--- src/rtl/usb_crc_append.sv ---
// USB transmit CRC-append stage: buffers a tagged serial packet stream and
// appends the complemented CRC5 (token) or CRC16 (data) computed over the payload.
module usb_crc_append #(
  parameter int unsigned DEPTH    = 32,
  parameter int unsigned HDR_BITS = 16
) (
  input  logic       clk,
  input  logic       rst,
  input  logic       s_in,
  input  logic       s_valid,
  input  logic       s_last,
  input  logic [1:0] pkt_in,
  output logic       s_ready,
  input  logic       pause,
  output logic       s_out,
  output logic       out_valid,
  output logic       start_b,
  output logic       endb,
  output logic       busy
);

  localparam int unsigned AW = $clog2(DEPTH);
  localparam int unsigned CW = AW + 1;
  localparam int unsigned HW = $clog2(HDR_BITS + 1);

  typedef enum logic [1:0] {IDLE, HDR, BODY, CRC} state_t;

  typedef struct packed {
    logic first;
    logic last;
    logic data;
  } entry_t;

  state_t          state_q, state_d;
  logic [HW-1:0]   hcnt_q, hcnt_d;
  logic [3:0]      ccnt_q, ccnt_d;
  logic [1:0]      ptype_q, ptype_d;
  logic [4:0]      crc5_q, crc5_d;
  logic [15:0]     crc16_q, crc16_d;
  logic            wr_en;
  entry_t          wr_entry;

  entry_t          mem [DEPTH];
  logic [AW-1:0]   wr_ptr, rd_ptr;
  logic [CW-1:0]   count;
  logic            full, empty, accept, rd_en, crc_last;
  entry_t          head;

  function automatic logic [4:0] crc5_next(input logic [4:0] c, input logic b);
    logic fb;
    fb = b ^ c[4];
    return {c[3:0], 1'b0} ^ (fb ? 5'b00101 : 5'b00000);
  endfunction

  function automatic logic [15:0] crc16_next(input logic [15:0] c, input logic b);
    logic fb;
    fb = b ^ c[15];
    return {c[14:0], 1'b0} ^ (fb ? 16'h8005 : 16'h0000);
  endfunction

  assign full      = (count == CW'(DEPTH));
  assign empty     = (count == '0);
  assign s_ready   = !rst && !full && (state_q != CRC);
  assign accept    = s_valid && s_ready;
  assign out_valid = !empty;
  assign rd_en     = out_valid && !pause;
  assign head      = mem[rd_ptr];
  assign s_out     = !empty && head.data;
  assign start_b   = !empty && head.first;
  assign endb      = !empty && head.last;
  assign busy      = (state_q != IDLE) || !empty;
  assign crc_last  = (ccnt_q == (ptype_q[1] ? 4'd15 : 4'd4));

  // Next-state, CRC update and FIFO write generation.
  always_comb begin
    state_d  = state_q;
    hcnt_d   = hcnt_q;
    ccnt_d   = ccnt_q;
    ptype_d  = ptype_q;
    crc5_d   = crc5_q;
    crc16_d  = crc16_q;
    wr_en    = 1'b0;
    wr_entry = '0;
    case (state_q)
      IDLE: begin
        if (accept) begin
          ptype_d  = pkt_in;
          wr_en    = 1'b1;
          wr_entry = '{first: 1'b1, last: s_last && !pkt_in[0], data: s_in};
          hcnt_d   = HW'(1);
          if (s_last)              state_d = pkt_in[0] ? CRC : IDLE;
          else if (HDR_BITS <= 1)  state_d = BODY;
          else                     state_d = HDR;
        end
      end
      HDR: begin
        if (accept) begin
          wr_en    = 1'b1;
          wr_entry = '{first: 1'b0, last: s_last && !ptype_q[0], data: s_in};
          hcnt_d   = hcnt_q + HW'(1);
          if (s_last)                             state_d = ptype_q[0] ? CRC : IDLE;
          else if (hcnt_q == HW'(HDR_BITS - 1))   state_d = BODY;
        end
      end
      BODY: begin
        if (accept) begin
          wr_en    = 1'b1;
          wr_entry = '{first: 1'b0, last: s_last && !ptype_q[0], data: s_in};
          if (ptype_q == 2'b01) crc5_d  = crc5_next(crc5_q, s_in);
          if (ptype_q == 2'b11) crc16_d = crc16_next(crc16_q, s_in);
          if (s_last) state_d = ptype_q[0] ? CRC : IDLE;
        end
      end
      CRC: begin
        // Emit ~crc MSB first by shifting the register left one bit per write.
        if (!full) begin
          wr_en    = 1'b1;
          wr_entry = '{first: 1'b0, last: crc_last,
                       data: ptype_q[1] ? ~crc16_q[15] : ~crc5_q[4]};
          crc5_d   = {crc5_q[3:0], 1'b1};
          crc16_d  = {crc16_q[14:0], 1'b1};
          ccnt_d   = ccnt_q + 4'd1;
          if (crc_last) begin
            state_d = IDLE;
            ccnt_d  = '0;
            crc5_d  = '1;
            crc16_d = '1;
          end
        end
      end
      default: state_d = IDLE;
    endcase
  end

  always_ff @(posedge clk) begin
    if (rst) begin
      state_q <= IDLE;
      hcnt_q  <= '0;
      ccnt_q  <= '0;
      ptype_q <= '0;
      crc5_q  <= '1;
      crc16_q <= '1;
    end else begin
      state_q <= state_d;
      hcnt_q  <= hcnt_d;
      ccnt_q  <= ccnt_d;
      ptype_q <= ptype_d;
      crc5_q  <= crc5_d;
      crc16_q <= crc16_d;
    end
  end

  // Storage array needs no reset: entries are only visible when count is nonzero.
  always_ff @(posedge clk) begin
    if (wr_en) mem[wr_ptr] <= wr_entry;
  end

  always_ff @(posedge clk) begin
    if (rst) begin
      wr_ptr <= '0;
      rd_ptr <= '0;
      count  <= '0;
    end else begin
      if (wr_en) wr_ptr <= wr_ptr + AW'(1);
      if (rd_en) rd_ptr <= rd_ptr + AW'(1);
      case ({wr_en, rd_en})
        2'b10:   count <= count + CW'(1);
        2'b01:   count <= count - CW'(1);
        default: count <= count;
      endcase
    end
  end

endmodule

--- config.mk ---
export PLATFORM = sky130hd
export DESIGN_NAME = usb_crc_append
export DESIGN_NICKNAME = d
export VERILOG_FILES = /design/src/rtl/usb_crc_append.sv
export SDC_FILE = /design/constraint.sdc
export NUM_CORES = 1
export LEC_CHECK = 0
export CORE_MARGIN = 3
export CORE_UTILIZATION = 30
export DETAILED_ROUTE_END_ITERATION = 12
export GPL_ROUTABILITY_DRIVEN = 0
export GPL_TIMING_DRIVEN = 0
export PLACE_DENSITY = 0.48
export SYNTH_ARGS = -nofsm -noshare
export SYNTH_HDL_FRONTEND = slang
export SYNTH_SLANG_ARGS = --single-unit
export TNS_END_PERCENT = 5
--- constraint.sdc ---
create_clock -name clk -period 6.95 [get_ports clk]
set_input_delay 0.695 -clock clk [delete_from_list [all_inputs] [get_ports clk]]
set_output_delay 0.695 -clock clk [all_outputs]
set_load 0.005 [all_outputs]
==> results_tabular.tex <==
\begin{tabular}{lr}
\hline
Metric & Value \\
\hline
\multicolumn{2}{l}{\textbf{Setup path}} \\
\quad Crit Path Class & in -> reg \\
\quad Number of cells on the worst reg-to-reg path & 14 \\
\quad CP Launch Type & input pin \\
\quad Logic depth of the worst setup path including buffers & 14 \\
\quad Internal reg-to-reg setup slack & 3460 ps \\
\quad Worst EP required & 7260 ps \\
\quad Buffers \& Inverters on Critical Path & 4 \\
\quad Critical Path, Cell by Cell & clkdlybuf4s50\_1 > clkbuf\_1 > nand2b\_1 > a22oi\_2 > inv\_1 > ha\_1 > clkbuf\_1 > xor2\_1 > ha\_1 > a21o\_1 > a221oi\_1 > a21oi\_1 > o21bai\_1 > mux2\_2 \\
\quad Critical Path Fanout Max & 10 \\
\quad Reg2Reg Launch Point & state\_q[0] \\
\quad Endpoint of the worst-slack reg-to-reg timing path & count[4] \\
\quad Largest stage delay on the critical path & between 400 and 500 ps \\
\quad Kind of end point of the critical path & flip-flop \\
\quad Arrival @ worst endpoint & 4020 ps \\
\quad Worst setup path end & count[4] \\
\quad Critical Path Start & rst \\
\quad Slowest cell on crit path & clkdlybuf4s50\_1 \\
\quad Dominant delay contributor by cell family on the critical path & compound AO/OA/AOI/OAI gates \\
\multicolumn{2}{l}{\textbf{Floorplanning}} \\
\quad Die width & between 150 and 200 um \\
\quad FP Rows & 53 \\
\quad Floorplan die area & 24070 um2 \\
\quad Number of primary I/O pins & 14 \\
\quad Core area & 21420 um2 \\
\quad Die Ht & 155.2 um \\
\quad Effective utilization at floorplan & 0.3116 \\
\multicolumn{2}{l}{\textbf{Final layout}} \\
\quad Ratio of cells with drive above 1 in the final layout & 0.1641 \\
\quad Count of inserted antenna diode cells & 0 \\
\quad Final-stage net count & 591 \\
\quad Number of filler cells placed in the layout & 2073 \\
\quad Area growth from synthesis to final layout & 16.24\% \\
\multicolumn{2}{l}{\textbf{Route}} \\
\quad Number of nets with antenna violations after routing & 0 \\
\quad Count of routing violations after the opening detailed-route iteration & 254 \\
\quad Wire per inst & 16.25 um \\
\quad Number of vias after detailed routing & 4188 \\
\quad Number of iterations in the first detailed-routing pass & 4 \\
\quad Post-route DRC violation count & 0 \\
\quad Via density per instance & 4.904 \\
\quad WL final & 13880 um \\
\multicolumn{2}{l}{\textbf{Yosys}} \\
\quad Unique cell type count in the Yosys netlist & just over 60 \\
\quad Ranking of synthesized cells by area & edfxtp\_1, dfxtp\_1, mux4\_2 \\
\quad Cell Area, Synth & 6674 um2 \\
\quad Number of synthesis warnings & 0 \\
\quad Cell with the most instances after synthesis & edfxtp\_1 \\
\quad Top cells by instance count after synthesis & edfxtp\_1, nor2\_1, dfxtp\_1 \\
\quad Register area share after synthesis & 0.5969 \\
\quad Number of storage elements in the synthesis netlist & $\sim$150 \\
\quad Primary FF master, synth & edfxtp\_1 \\
\quad Synth Net Count & 555 \\
\quad Top cell type's share of synthesized area & 0.4319 \\
\quad Share of synthesized flip-flops with an asynchronous set or reset & 0 \\
\quad Largest area contributor in the netlist & edfxtp\_1 \\
\quad Number of standard cells after synthesis & 531 \\
\quad Mean area per synthesized cell & 12.57 um2 \\
\quad Number of synthesized flops with an enable pin & 96 \\
\multicolumn{2}{l}{\textbf{Clock network}} \\
\quad CTS clk-pin slew, worst paths & 60 ps \\
\quad Postcts setup bufs & 0 \\
\quad Root Buffer Master & clkbuf\_16 \\
\quad Total clock buffers created by CTS & 17 \\
\quad Clock latency reported for the late side of the worst-skew pair & 420 ps \\
\quad Clock tree from TritonCTS & done \\
\quad Clock sinks & 151 \\
\quad Number of resized instances in the post-cts repair step & 0 \\
\quad CTS Hold Buffers Added & 0 \\
\quad \# H-tree levels & 4 \\
\quad Clock Path Buffers & 2 \\
\multicolumn{2}{l}{\textbf{STA}} \\
\quad Final critical-path share of the clock period & 0.5335 \\
\quad Highest Clock Rate & 0.2697 GHz \\
\quad Final count of hold timing violations & 0 \\
\quad Tightest slew margin relative to the limit & 0.4960 \\
\quad Setup repair after global routing missed its margin & no \\
\quad Minimum clock period & 3708 ps \\
\quad Setup Viol. Count Final & 0 \\
\quad Post-route clock skew & about 10 ps \\
\quad Final count of pins violating max slew & 0 \\
\quad Setup TNS after final layout & 0 ps \\
\quad Hold WS & 471.6 ps \\
\quad Transition time at the pin with the least slew margin & 755.9 ps \\
\multicolumn{2}{l}{\textbf{Global routing}} \\
\quad Number of global-route vias before repair & about 4300 \\
\quad Global-route wire length before repair & roughly 23000 um \\
\quad Remaining global-route overflow & 0 \\
\quad Global-route total usage across every layer & 0.1229 \\
\quad Largest net degree at the start of global routing & 18 \\
\quad Antenna violations before repair & 0 \\
\multicolumn{2}{l}{\textbf{Power}} \\
\quad Internal power & roughly 1800 uW \\
\quad Sequential cell fraction of total power & 0.403 \\
\quad Net Switching & around 800 uW \\
\quad Power per standard cell area & $\sim$330 nW/um2 \\
\quad Maximum ir drop on the vdd rail & 0.0001658 V \\
\quad Leakage component of the power & 0.002598 uW \\
\quad Share of total power in the clock network & 0.330 \\
\quad Switching share of power & 0.3078 \\
\quad Combinational Power Share & 0.267 \\
\multicolumn{2}{l}{\textbf{Placement}} \\
\quad Quantity of I/O buffers inserted on ports & 13 \\
\quad Dpl hpwl & 9725 um \\
\multicolumn{2}{l}{\textbf{Min path}} \\
\quad Type of the tightest min-delay check & reg -> reg \\
\multicolumn{2}{l}{\textbf{Flow run}} \\
\quad Number of maximum-capacitance violations & 0 \\
\multicolumn{2}{l}{\textbf{Status}} \\
\quad Run status & finished, final reports clean \\
\hline
\end{tabular}
[worst min-delay path, stage by stage (launching register included)]
cell and delay [ps]:
dfxtp_1 320, mux2i_1 70, nand2_1 50
[kinds of logic after synthesis]
logic type	share of synthesized area
XOR/XNOR	0.02231
buffers and inverters	0.02981
AND/OR/NAND/NOR	0.1372
multiplexers	0.1063
flip-flops	0.5969
adder cells (fa/ha/maj)	0.03000
AO/OA/AOI/OAI	0.07743
[flip-flops by register name (all words and copies together), names as in the netlist, named ones only]
name	cells
count	6
state_q	2
mem	96
ccnt_q	4
rd_ptr	5
crc16_q	16
ptype_q	2
hcnt_q	5
wr_ptr	5
crc5_q	5
[layout make-up]
class | instances | area, um2 | area share
timing repair buffer | 17 | 182.7 | 0.02355
sequential | 151 | 3984 | 0.5135
clock inverter | 12 | 92.59 | 0.01194
tap | 275 | 344.1 | 0.04435
inverter | 14 | 52.55 | 0.006774
multi-input combinational | 337 | 2502 | 0.3226
buffer | 29 | 146.4 | 0.01887
clock buffer | 19 | 452.9 | 0.05839
[per-stage QoR]
step	instance area (um2)	utilization	setup slack, ps	std cells	total power, uW
after global routing	7757	0.3622	2881	854	2749
after floorplan	6674	-	3607	531	1532
after global placement	7148	0.3337	1958	819	1743
final	7757	0.3622	3242	854	2589
after CTS	7757	0.3622	3212	854	2621
after detailed placement	7212	0.3367	2769	823	1764
[layout by cell type (no fill, tap or decap), types with 10 or more instances in the layout]
cell type         n
clkdlybuf4s50_1  13
nand2_1          30
edfxtp_1         96
inv_1            14
nor2_1           75
o21ai_0          13
mux4_2           27
clkbuf_16        17
nor2b_1          10
nor3_1           25
o21ai_1          11
clkbuf_1         14
a21oi_1          15
dfxtp_1          55
xor2_1           11
ha_1             16
[how the worst min path moves through the flow]
stage / cells past startpoint / endpoint / slack (ps) / startpoint
after floorplan: 2 / crc5_q[0] / 440 / crc5_q[0]
after global placement: 2 / crc5_q[0] / 450 / crc5_q[0]
after detailed placement: 2 / crc5_q[0] / 460 / crc5_q[0]
after CTS: 2 / crc5_q[0] / 480 / crc5_q[0]
after global routing: 2 / flip-flop / 510 / rd_ptr[4]
final: 2 / crc5_q[0] / 470 / crc5_q[0]
[per-layer routing]
layer,vias up,share of wire,track usage
met5,-,0,0
met4,0,0.0089,0.03659
met3,7,0.033,0.03227
met2,62,0.48,0.1965
met1,2078,0.48,0.1648
li1,2041,-,-
[power by group through the flow]
stage | Combinational, uW | Clock [uW] | Sequential (uW)
after global routing | 780 | 920 | 1050
final | 691 | 854 | 1040
after global placement | 679 | 0 | 1060
after detailed placement | 701 | 0 | 1060
after floorplan | 476 | 0 | 1060
after CTS | 704 | 873 | 1040
Power figures use the tool's default switching activity.
